File: config.mk
export PLATFORM = sky130hd
export DESIGN_NAME = rst_pulse_gen
export DESIGN_NICKNAME = d
export VERILOG_FILES = /design/src/rtl/rst_gen_pkg.sv /design/src/rtl/bit_sync.sv /design/src/rtl/rst_pulse_gen.sv
export SDC_FILE = /design/constraint.sdc
export NUM_CORES = 1
export LEC_CHECK = 0
export BUFFER_PORTS_ARGS = -buffer_cell sky130_fd_sc_hd__buf_2
export CORE_UTILIZATION = 51
export CTS_CLUSTER_SIZE = 30
export DETAILED_ROUTE_END_ITERATION = 7
export GPL_ROUTABILITY_DRIVEN = 0
export PLACE_DENSITY = 0.69
export SLEW_MARGIN = 20
export SYNTH_ARGS = -nofsm -noshare
export SYNTH_HDL_FRONTEND = slang
export SYNTH_HIERARCHICAL = 1
export SYNTH_SLANG_ARGS = --single-unit
File: constraint.sdc
create_clock -name i_clk -period 3.3 [get_ports i_clk]
set_input_delay 0.66 -clock i_clk [delete_from_list [all_inputs] [get_ports i_clk]]
set_output_delay 0.66 -clock i_clk [all_outputs]
set_load 0.05 [all_outputs]
File: src/rtl/rst_gen_pkg.sv
// Shared types and defaults for the reset pulse generator.
// State and cause encodings are fixed so they read the same in waveforms and firmware.
package rst_gen_pkg;

  typedef enum logic [1:0] {
    IDLE     = 2'd0,
    DEBOUNCE = 2'd1,
    ASSERT   = 2'd2,
    HOLDOFF  = 2'd3
  } state_e;

  typedef enum logic [1:0] {
    CAUSE_POR = 2'b00,
    CAUSE_BTN = 2'b01,
    CAUSE_SW  = 2'b10
  } cause_e;

  localparam int DEF_DEBOUNCE_CYCLES = 4;
  localparam int DEF_ASSERT_CYCLES   = 16;
  localparam int DEF_HOLDOFF_CYCLES  = 8;
  localparam int DEF_SYNC_STAGES     = 2;

  function automatic int max3(input int a, input int b, input int c);
    int m;
    m = (a > b) ? a : b;
    return (m > c) ? m : c;
  endfunction

endpackage

File: src/rtl/bit_sync.sv
// Multi-flop synchronizer for a single asynchronous bit.
// The reset value is a parameter so an idle-high input can come out of reset inactive.
module bit_sync #(
  parameter int   STAGES  = 2,
  parameter logic RST_VAL = 1'b1
) (
  input  logic i_clk,
  input  logic i_rst_n,
  input  logic i_d,
  output logic o_q
);

  logic [STAGES-1:0] sync_q;

  always_ff @(posedge i_clk or negedge i_rst_n) begin
    if (!i_rst_n) begin
      sync_q <= {STAGES{RST_VAL}};
    end else begin
      sync_q <= {sync_q[STAGES-2:0], i_d};
    end
  end

  assign o_q = sync_q[STAGES-1];

endmodule

File: src/rtl/rst_pulse_gen.sv
// Reset source: merges power-on, debounced button and software requests into one
// fixed-width active-low pulse with a hold-off window. Define RST_PULSE_GEN_CAUSE_EN for o_rst_cause.
module rst_pulse_gen
  import rst_gen_pkg::*;
#(
  parameter int DEBOUNCE_CYCLES = DEF_DEBOUNCE_CYCLES,
  parameter int ASSERT_CYCLES   = DEF_ASSERT_CYCLES,
  parameter int HOLDOFF_CYCLES  = DEF_HOLDOFF_CYCLES,
  parameter int SYNC_STAGES     = DEF_SYNC_STAGES
) (
  input  logic       i_clk,
  input  logic       i_rst,
  input  logic       i_btn_rst_n,
  input  logic       i_sw_req,
  output logic       o_rst_n,
  output logic       o_busy,
  output logic       o_rst_done
`ifdef RST_PULSE_GEN_CAUSE_EN
  ,
  output logic [1:0] o_rst_cause
`endif
);

  localparam int CNT_MAX = max3(DEBOUNCE_CYCLES, ASSERT_CYCLES, HOLDOFF_CYCLES);
  localparam int CNT_W   = $clog2(CNT_MAX + 1);

  // Thresholds are "last cycle" values: the count includes the cycle being evaluated.
  localparam logic [CNT_W-1:0] CNT_SAT    = CNT_W'(CNT_MAX);
  localparam logic [CNT_W-1:0] DEB_LAST   = CNT_W'(DEBOUNCE_CYCLES - 1);
  localparam logic [CNT_W-1:0] ASSERT_LAST = CNT_W'(ASSERT_CYCLES - 1);
  localparam logic [CNT_W-1:0] HOLD_LAST  = CNT_W'(HOLDOFF_CYCLES - 1);

  state_e           state_q, state_d;
  logic [CNT_W-1:0] cnt_q, cnt_d, cnt_inc;
  logic             rst_n_q, rst_n_d;
  logic             rst_done_q, rst_done_d;
  logic             btn_sync;

  bit_sync #(
    .STAGES  (SYNC_STAGES),
    .RST_VAL (1'b1)
  ) u_btn_sync (
    .i_clk   (i_clk),
    .i_rst_n (i_rst),
    .i_d     (i_btn_rst_n),
    .o_q     (btn_sync)
  );

  always_ff @(posedge i_clk or negedge i_rst) begin
    if (!i_rst) begin
      state_q    <= ASSERT;
      cnt_q      <= '0;
      rst_n_q    <= 1'b0;
      rst_done_q <= 1'b0;
    end else begin
      state_q    <= state_d;
      cnt_q      <= cnt_d;
      rst_n_q    <= rst_n_d;
      rst_done_q <= rst_done_d;
    end
  end

  always_comb begin
    state_d = state_q;
    cnt_d   = cnt_q;
    cnt_inc = (cnt_q == CNT_SAT) ? cnt_q : cnt_q + CNT_W'(1);
    unique case (state_q)
      IDLE: begin
        if (i_sw_req) begin
          state_d = ASSERT;
          cnt_d   = '0;
        end else if (!btn_sync) begin
          if (DEBOUNCE_CYCLES <= 1) begin
            state_d = ASSERT;
            cnt_d   = '0;
          end else begin
            state_d = DEBOUNCE;
            cnt_d   = CNT_W'(1);
          end
        end
      end
      DEBOUNCE: begin
        if (i_sw_req || (!btn_sync && cnt_q >= DEB_LAST)) begin
          state_d = ASSERT;
          cnt_d   = '0;
        end else if (btn_sync) begin
          state_d = IDLE;
          cnt_d   = '0;
        end else begin
          cnt_d = cnt_inc;
        end
      end
      ASSERT: begin
        if (cnt_q >= ASSERT_LAST) begin
          state_d = HOLDOFF;
          cnt_d   = '0;
        end else begin
          cnt_d = cnt_inc;
        end
      end
      HOLDOFF: begin
        // A button still held down keeps us here, so it cannot retrigger.
        if (cnt_q >= HOLD_LAST && btn_sync) begin
          state_d = IDLE;
          cnt_d   = '0;
        end else begin
          cnt_d = cnt_inc;
        end
      end
      default: begin
        state_d = ASSERT;
        cnt_d   = '0;
      end
    endcase
    rst_n_d    = (state_d != ASSERT);
    rst_done_d = (state_q == ASSERT) && (state_d == HOLDOFF);
  end

  assign o_rst_n    = rst_n_q;
  assign o_rst_done = rst_done_q;
  assign o_busy     = (state_q != IDLE);

`ifdef RST_PULSE_GEN_CAUSE_EN
  logic [1:0] cause_q;

  // Entry to ASSERT only happens from IDLE/DEBOUNCE, where software has priority.
  always_ff @(posedge i_clk or negedge i_rst) begin
    if (!i_rst) begin
      cause_q <= CAUSE_POR;
    end else if (state_d == ASSERT && state_q != ASSERT) begin
      cause_q <= i_sw_req ? CAUSE_SW : CAUSE_BTN;
    end
  end

  assign o_rst_cause = cause_q;
`endif

endmodule

==> metrics.md, run 1 <==
| Metric | Value |
|---|---|
| # setup viols final | `0` |
| DP Area | `705.7 um2` |
| Power Density | `957.4 nW/um2` |
| Post-Place Cells | `88` |
| Crit path largest cell delay | `510 ps` |
| Antenna viol nets, final | `0` |
| Ys flop type | `dfrtp_1` |
| Async SR Flop Fraction | `100.0%` |
| Yosys Warn Count | `6` |
| Resize count post-CTS | `0` |
| WL/cell | `14.09 um` |
| R2R setup slack | `1290 ps` |
| Number of global-route vias before repair | `491` |
| DR vias/cell | `6.000` |
| Fin util | `62.50%` |
| Critical path class | `flip-flop to flip-flop` |
| Peak Freq | `497.1 MHz` |
| Worst EP required | `3500 ps` |
| Setup TNS | `0 ps` |
| Total CTS buffers | `3` |
| Final period utilization | `60.96%` |
| Antenna violations before repair | `0` |
| Hold buffer count at CTS | `0` |
| TritonCTS Sinks | `11` |
| Max cap viols | `0` |
| IO Pins | `7` |
| Max Root-Sink Buffers | `2` |
| Cell variety after synth | `30` |
| Row count | `12` |
| DR vias | `552` |
| DR DRC count | `0` |
| HP Class | `primary input to asynchronous set/reset pin` |
| Final wirelength | `1296 um` |
| Tmin final | `2012 ps` |
| Final hold vios | `0` |
| # diodes | `0` |
| Clock Latency Late Sink | `270 ps` |
| GRT Total Usage | `22.76%` |
| Clock Skews | `8.689 ps` |
| Die Ht | `38.43 um` |
| Reg-to-reg startpoint | `cnt_q[0]$_DFFE_PN0P_` |
| Worst R2R End | `cnt_q[1]$_DFFE_PN0P_` |
| Critical-path top delay cell | `nor4b_2` |
| Fin cells | `92` |
| Rel. slew slack | `64.47%` |
| Most frequent CP cell | `ha_1` |
| Syn_nets | `77` |
| Synth Cell Area | `676.9 um2` |
| Hpwl dp | `959.6 um` |
| 1st-pass router iterations | `4` |
| CTS H-tree depth | `1` |
| Area Overhead vs Synth | `8.133%` |
| First-pass GRT wire length | `2173 um` |
| Max VDD drop | `0.4174 mV` |
| Die area | `1477 um2` |
| Post-CTS Setup Repair Bufs | `0` |
| Worst-margin pin slew | `528.9 ps` |
| Flops & latches, synth | `11` |
| CP Cell Sequence | `ha_1 -> and3_1 -> ha_1 -> nor4b_2 -> o31ai_4 -> o211ai_1` |
| Nets | `86` |
| R2R cell count | `6` |
| CTS clk-pin slew, worst paths | `70 ps` |
| Layout cell share with drive strength beyond 1 | `23.08%` |
| Clk root buf | `clkbuf_4` |
| EDFF count, synth | `0` |
| Chip Width | `38.43 um` |
| Initial DRC count | `21` |
| Final instance area | `732.0 um2` |
| Starting Density | `57.80%` |
| CTS tree | `yes` |
| Worst setup EP type | `flip-flop` |
| Share of the yosys chip area belonging to registers | `41.22%` |
| Synthesized area per cell | `9.670 um2` |
| PortBufs | `6` |
| RSZ-0062 raised after global routing | `false` |
| Outcome | `finished, final reports clean` |
| Core footprint | `1171 um2` |
| Max FO, Critical Path | `8` |
| Pin count of the biggest net entering global routing | `12` |
| Crit path DAT | `2210 ps` |
| Synth Instances | `70` |
| Leak | `0.3502 nW` |
| GRT overflow | `0` |
| Startpoint types | `flip-flop` |
| Slew Limit Fails | `0` |
cells in the final DEF, fill, tap and decap left out:
cell type	netlist	routed
o21ai_0	2	2
nor4b_2	1	1
nand4_1	1	1
o21ba_2	1	1
clkbuf_4	0	3
dfrtp_1	8	8
a211o_1	1	1
buf_2	0	6
nor2_1	4	4
o211ai_1	4	4
a21oi_4	1	1
nor3_1	2	2
a21oi_1	2	2
and3_2	1	1
nor4b_1	1	1
and3_1	3	3
nand2_1	8	8
o32a_1	1	1
o31ai_4	1	1
dfstp_2	3	3
a311oi_1	1	1
o32ai_1	2	2
o22ai_1	1	1
nor4_1	1	1
or2_4	1	1
nand2b_1	3	3
ha_1	3	3
inv_1	8	8
nand3_1	2	2
a211oi_1	1	1
clkbuf_1	0	1
worst max-delay path, delay by kind of cell, from the launching register on:
kind	cells	cell delay (ps)
compound gates	2	270
fa+ha+maj	2	490
flops	1	460
simple gates	2	710
metal layers:
| metal | track usage (%) | wire length [um] | vias to the layer above |
|---|---|---|---|
| met3 | 5.233 | 53 | 5 |
| met1 | 30.86 | 634 | 260 |
| li1 | - | - | 272 |
| met2 | 30.51 | 566 | 15 |
| met4 | 18.10 | 42 | 0 |
| met5 | 0 | 0 | - |
sequential cells by signal, indices dropped and copies added, names as in the netlist:
signal	count
cnt_q	5
state_q	2
u_btn_sync/sync_q	2
o_rst_done	1
o_rst_n	1
cells by family (layout without fill, tap and decap cells):
logic type	Yosys count	after routing	synth area share (%)
AO/OA/AOI/OAI	18	18	23.11
adder cells (fa/ha/maj)	3	3	5.546
buffers and inverters	10	18	7.209
flip-flops	11	11	41.22
AND/OR/NAND/NOR	28	28	22.92
report_power, final:
group	internal, W	leakage, nW	switching [W]
logic	0.000139	0.200	0.000214
clock network	0.0000469	0.0150	0.0000468
registers	0.000188	0.136	0.0000672
total	0.000373	0.350	0.000328
final cells by class:
type	instances	area, um2
sequential	11	279.0
timing repair buffer	6	30.03
multi-input combinational	49	349.1
fill	104	439.2
inverter	8	30.03
clock buffer	4	26.28
tap	14	17.52
Yosys cell counts, types with 2 or more instances:
cell type | n | area, um2
nor2_1 | 4 | 15.01
o21ai_0 | 2 | 10.01
dfrtp_1 | 8 | 200.2
inv_1 | 8 | 30.03
a21oi_1 | 2 | 10.01
nand2b_1 | 3 | 18.77
nand2_1 | 8 | 30.03
o32ai_1 | 2 | 17.52
nand3_1 | 2 | 10.01
and3_1 | 3 | 18.77
dfstp_2 | 3 | 78.83
ha_1 | 3 | 37.54
nor3_1 | 2 | 10.01
o211ai_1 | 4 | 30.03
stage by stage:
step	worst slack (ps)	hold WS, ps	power, W
floorplan	1470	345.2	0.0005399
global placement	1360	347.1	0.0005975
detailed placement	1311	348.5	0.0006050
CTS	1292	245.9	0.0007000
global route	1163	248.3	0.0007494
finish	1288	234.1	0.0007008
how the worst max path moves through the flow:
| stage | startpoint | end | slack, ps | depth (start not counted) |
|---|---|---|---|---|
| floorplan | cnt_q[0]$_DFFE_PN0P_ | cnt_q[1]$_DFFE_PN0P_ | 1470 | 6 |
| global placement | cnt_q[0]$_DFFE_PN0P_ | cnt_q[0]$_DFFE_PN0P_ | 1360 | 6 |
| detailed placement | cnt_q[0]$_DFFE_PN0P_ | cnt_q[1]$_DFFE_PN0P_ | 1310 | 6 |
| CTS | cnt_q[0]$_DFFE_PN0P_ | cnt_q[1]$_DFFE_PN0P_ | 1290 | 6 |
| global route | cnt_q[0]$_DFFE_PN0P_ | cnt_q[1]$_DFFE_PN0P_ | 1160 | 6 |
| finish | cnt_q[0]$_DFFE_PN0P_ | cnt_q[1]$_DFFE_PN0P_ | 1290 | 6 |
(Power assumes the default switching activity.)
==> run 2: changes to the inputs <==
Clock period 3.3 ns to 1.98 ns, I/O delays scaled along.
==> run 2 against run 1 <==
Combinational power up 99%. Count of clock-buffer cells in the layout unchanged. Fmax up 13%. First-iteration DRC count up 9.5%. Cell area up 4.4%.
==> metrics.md, run 2 (synthesis results as in run 1) <==
| Metric | Value |
|---|---|
| Power Density | `1640 nW/um2` |
| Final hold vios | `0` |
| Max cap viols | `0` |
| Leading registers by flop count | `cnt_q (5), state_q (2), u_btn_sync/sync_q (2)` |
| Clock Latency Late Sink | `280 ps` |
| WL/cell | `14.75 um` |
| Register Area | `279.0 um2` |
| Multi-input gate area | `349.1 um2` |
| First-pass GRT wire length | `2387 um` |
| Max FO, Critical Path | `5` |
| Crit path largest cell delay | `380 ps` |
| Pin count of the biggest net entering global routing | `12` |
| Biggest register | `cnt_q` |
| Critical path class | `flip-flop to flip-flop` |
| Area Overhead vs Synth | `12.94%` |
| Filler Cell Count | `97` |
| CTS clk-pin slew, worst paths | `70 ps` |
| Antenna violations before repair | `0` |
| DR vias/cell | `5.813` |
| Most frequent CP cell | `ha_1` |
| RSZ-0062 raised after global routing | `false` |
| Nets | `90` |
| Die area | `1477 um2` |
| # setup viols final | `0` |
| GRT overflow | `0` |
| Crit path DAT | `1980 ps` |
| Post-CTS Setup Repair Bufs | `0` |
| Setup ws final | `192.4 ps` |
| Largest register FFs | `5` |
| # diodes | `0` |
| CP Cell Sequence | `ha_1 -> and3_1 -> ha_1 -> nor4b_2 -> buf_4 -> o31ai_4 -> o22ai_1` |
| Clk root buf | `clkbuf_4` |
| Tmin final | `1788 ps` |
| Worst setup EP type | `flip-flop` |
| Initial DRC count | `23` |
| Outcome | `finished, final reports clean` |
| CTS H-tree depth | `1` |
| 1st-pass router iterations | `4` |
| HP Class | `primary input to flip-flop` |
| Worst path bufs/invs | `1` |
| Clock Skews | `8.625 ps` |
| DR vias | `558` |
| Worst EP required | `2180 ps` |
| Die Ht | `38.43 um` |
| IO Pins | `7` |
| Chip Width | `38.43 um` |
| Resize count post-CTS | `0` |
| Number of global-route vias before repair | `522` |
| Rel. slew slack | `61.30%` |
| TritonCTS Sinks | `11` |
| Worst-margin pin slew | `576.1 ps` |
| Most frequent cells in the layout | `inv_1 (8), nand2_1 (8), dfrtp_1 (8), buf_2 (6)` |
| PortBufs | `6` |
| Setup TNS | `0 ps` |
| Fin util | `65.28%` |
| Pre-CTS setup slack | `230.0 ps` |
| Antenna viol nets, final | `0` |
| DP Area | `728.2 um2` |
| Startpoint types | `flip-flop` |
| Final period utilization | `90.28%` |
| Final wirelength | `1416 um` |
| Max VDD drop | `0.7304 mV` |
| Starting Density | `57.80%` |
| Peak Freq | `559.4 MHz` |
| Leak | `0.3688 nW` |
| GRT Total Usage | `25.15%` |
| Core footprint | `1171 um2` |
| Slew Limit Fails | `0` |
| Row count | `12` |
| CTS tree | `yes` |
| Critical-path top delay cell | `dfrtp_1` |
| Final instance area | `764.5 um2` |
| Layout cell share with drive strength beyond 1 | `25.61%` |
| Total CTS buffers | `3` |
| Top delay family on crit path | `adder cells` |
| DR DRC count | `0` |
| Hpwl dp | `968 um` |
| Max Root-Sink Buffers | `2` |
## run 2: final cells by class
class	count	area share [%]
clock buffer	4	3.437
inverter	8	3.928
multi-input combinational	49	45.66
sequential	11	36.50
tap	14	2.291
timing repair buffer	10	8.183
## run 2: worst paths after layout
path | from | endpoint | slack (ps) | depth (start not counted)
setup reg to reg | cnt_q[0]$_DFFE_PN0P_ | cnt_q[2]$_DFFE_PN0P_ | 190 | 7
hold / removal | i_btn_rst_n | u_btn_sync/sync_q[0]$_DFF_PN1_ | 220 | 1
min in group asynchronous | i_rst | cnt_q[0]$_DFFE_PN0P_ | 510 | 2
setup / recovery | cnt_q[0]$_DFFE_PN0P_ | cnt_q[2]$_DFFE_PN0P_ | 190 | 7
hold reg to reg | u_btn_sync/sync_q[0]$_DFF_PN1_ | u_btn_sync/sync_q[1]$_DFF_PN1_ | 360 | 0
max in group asynchronous | i_rst | u_btn_sync/sync_q[1]$_DFF_PN1_ | 1200 | 2
## run 2: report_power, final
part           internal, W  switching, W
Clock            0.0000782     0.0000783
Combinational     0.000278      0.000421
Sequential        0.000313     0.0000848
Total             0.000669      0.000584
## run 2: worst reg2reg max path, stage by stage, from the launching register on
cell and delay (ps):
dfrtp_1 380, ha_1 250, and3_1 200, ha_1 200, nor4b_2 250, buf_4 180, o31ai_4 70, o22ai_1 180
## run 2: through the flow
stage / hold slack, ps / instances / total power [W]
2_1_floorplan: 100.4 / 70 / 0.0008998
3_3_place_gp: 279.0 / 91 / 0.001067
3_5_place_dp: 279.6 / 91 / 0.001079
4_1_cts: 213.6 / 96 / 0.001249
5_1_grt: 199.4 / 96 / 0.001356
6_report: 218.5 / 96 / 0.001254
## run 2: what timing repair did
action / in CTS / in global routing
hold endpoints to repair: 8 / 0
setup endpoints to repair: 0 / 0
hold buffers: 1 / 0
## run 2: routing by layer
layer	wire length, um	GRT usage, %	part of all wire (%)	vias to the layer above
met5	0	0	0	-
met4	24	12.93	1.7	0
met3	77	8.721	5.4	5
met2	640	36.02	45	23
met1	673	33.21	48	252
li1	-	-	-	278
==> run 3: changes to the inputs <==
Settings changed: CORE_AREA set to 2 2 39 41, CORE_UTILIZATION 51 to unset, DIE_AREA set to 0 0 41 43, PLACE_DENSITY 0.69 to 0.68.
==> run 3 against run 2 <==
Count of clock-buffer cells in the layout stayed put. Power decreased by 2.6%. Cell count increased by 3.1%. Highest routed layer unchanged. Largest cell class unchanged. Fmax is 0.96% lower. Die area increased by 19%. Hold slack got worse by 2.5 ps.
==> metrics.md, run 3 (synthesis results as in run 1) <==
| Metric | Value |
|---|---|
| Outcome | `finished, final reports clean` |
| RSZ-0062 raised after global routing | `false` |
| TritonCTS Sinks | `11` |
| Psw | `0.0005524 W` |
| Switching share of power | `45.24%` |
| Biggest register | `cnt_q` |
| Int Pwr | `0.0006687 W` |
| Most frequent cells in the layout | `inv_1 (8), nand2_1 (8), dfrtp_1 (8), buf_2 (6)` |
| Starting Density | `48.92%` |
| Worst EP required | `2160 ps` |
| Tmin final | `1805 ps` |
| Max Root-Sink Buffers | `2` |
| # diodes | `0` |
| Resize count post-CTS | `0` |
| Critical path class | `flip-flop to flip-flop` |
| Final hold vios | `0` |
| Nets | `91` |
| Antenna viol nets, final | `0` |
| Final wirelength | `1308 um` |
| Hpwl dp | `982.2 um` |
| Layout cell share with drive strength beyond 1 | `26.51%` |
| Max VDD drop | `0.6329 mV` |
| Power, Total | `0.001221 W` |
| CTS H-tree depth | `1` |
| Number of global-route vias before repair | `504` |
| Die Ht | `43 um` |
| Leading registers by flop count | `cnt_q (5), state_q (2), u_btn_sync/sync_q (2)` |
| First-pass GRT wire length | `2208 um` |
| Die area | `1763 um2` |
| Worst-margin pin slew | `316.2 ps` |
| Crit path DAT | `1980 ps` |
| Area Overhead vs Synth | `14.42%` |
| Leak | `0.3743 nW` |
| GRT overflow | `0` |
| Pin count of the biggest net entering global routing | `12` |
| Max FO, Critical Path | `5` |
| Row count | `14` |
| Power Density | `1577 nW/um2` |
| CTS clk-pin slew, worst paths | `80 ps` |
| Antenna violations before repair | `0` |
| Max cap viols | `0` |
| DP Area | `738.2 um2` |
| DR vias/cell | `5.707` |
| Total CTS buffers | `3` |
| Rel. slew slack | `78.92%` |
| CTS tree | `yes` |
| DR vias | `565` |
| GRT Total Usage | `18.64%` |
| DR DRC count | `0` |
| Post-Place Cells | `94` |
| Largest register FFs | `5` |
| 1st-pass router iterations | `4` |
| Setup TNS | `0 ps` |
| Worst setup EP type | `flip-flop` |
| Combinational share of power | `54.5%` |
| IO Pins | `7` |
| # setup viols final | `0` |
| Clock Skews | `8.398 ps` |
| Clk root buf | `clkbuf_4` |
| Core footprint | `1384 um2` |
| Clock Latency Late Sink | `270 ps` |
| Peak Freq | `554.0 MHz` |
| Final period utilization | `91.16%` |
| Startpoint types | `flip-flop` |
| Chip Width | `41 um` |
| Seq pwr share | `32.8%` |
| PortBufs | `6` |
| WL/cell | `13.21 um` |
| Fin util | `55.97%` |
| Clk pwr share | `12.7%` |
| Final instance area | `774.5 um2` |
| Initial DRC count | `6` |
| HP Class | `primary input to flip-flop` |
| Fin cells | `99` |
| Slew Limit Fails | `0` |
-- run 3: routing by layer --
| metal | up-vias | share of wire, % | wire length [um] | global-route usage, % |
|---|---|---|---|---|
| met5 | - | 0 | 0 | 0 |
| met4 | 0 | 1.1 | 14 | 10.00 |
| met3 | 2 | 2.7 | 35 | 3.141 |
| met2 | 6 | 49 | 639 | 26.56 |
| met1 | 274 | 47 | 618 | 25.93 |
| li1 | 283 | - | - | - |
-- run 3: final timing paths --
| check | from | end | slack [ps] | depth (start not counted) |
|---|---|---|---|---|
| max | cnt_q[0]$_DFFE_PN0P_ | cnt_q[2]$_DFFE_PN0P_ | 180 | 7 |
| min | i_btn_rst_n | u_btn_sync/sync_q[0]$_DFF_PN1_ | 220 | 1 |
| max reg2reg | cnt_q[0]$_DFFE_PN0P_ | cnt_q[2]$_DFFE_PN0P_ | 180 | 7 |
| min reg2reg | u_btn_sync/sync_q[0]$_DFF_PN1_ | u_btn_sync/sync_q[1]$_DFF_PN1_ | 370 | 0 |
| max in group asynchronous | i_rst | u_btn_sync/sync_q[1]$_DFF_PN1_ | 1190 | 2 |
| min in group asynchronous | i_rst | o_rst_done$_DFF_PN0_ | 520 | 2 |
-- run 3: layout make-up --
type	count	area, um2
fill	125	609.3
timing repair buffer	11	70.07
tap	16	20.02
sequential	11	279.0
inverter	8	30.03
clock buffer	4	26.28
multi-input combinational	49	349.1
-- run 3: worst max-delay path, cell delays in order, from the launching register on --
cell	delay, ps
dfrtp_1	380
ha_1	250
and3_1	200
ha_1	200
nor4b_2	270
buf_4	180
o31ai_4	60
o22ai_1	170
-- run 3: power by group through the flow --
stage	sequential [W]	combinational [W]	clock [W]
floorplan	0.000446	0.000454	0
global placement	0.000402	0.000660	0
detailed placement	0.000402	0.000665	0
CTS	0.000398	0.000670	0.000160
global route	0.000413	0.000747	0.000171
finish	0.000400	0.000666	0.000155
-- run 3: through the flow --
stage	hold WS (ps)	setup slack, ps
final	215.9	175.0
after global routing	206.9	42.50
after CTS	210.8	177.9
after detailed placement	276.0	206.8
after global placement	269.8	253.5
after floorplan	100.4	149.7
-- run 3: repair_timing --
| action | 4_1_cts | 5_1_grt |
|---|---|---|
| endpoints found under the hold margin | 8 | 0 |
| hold buffers | 1 | 0 |
| setup buffers | 0 | 0 |
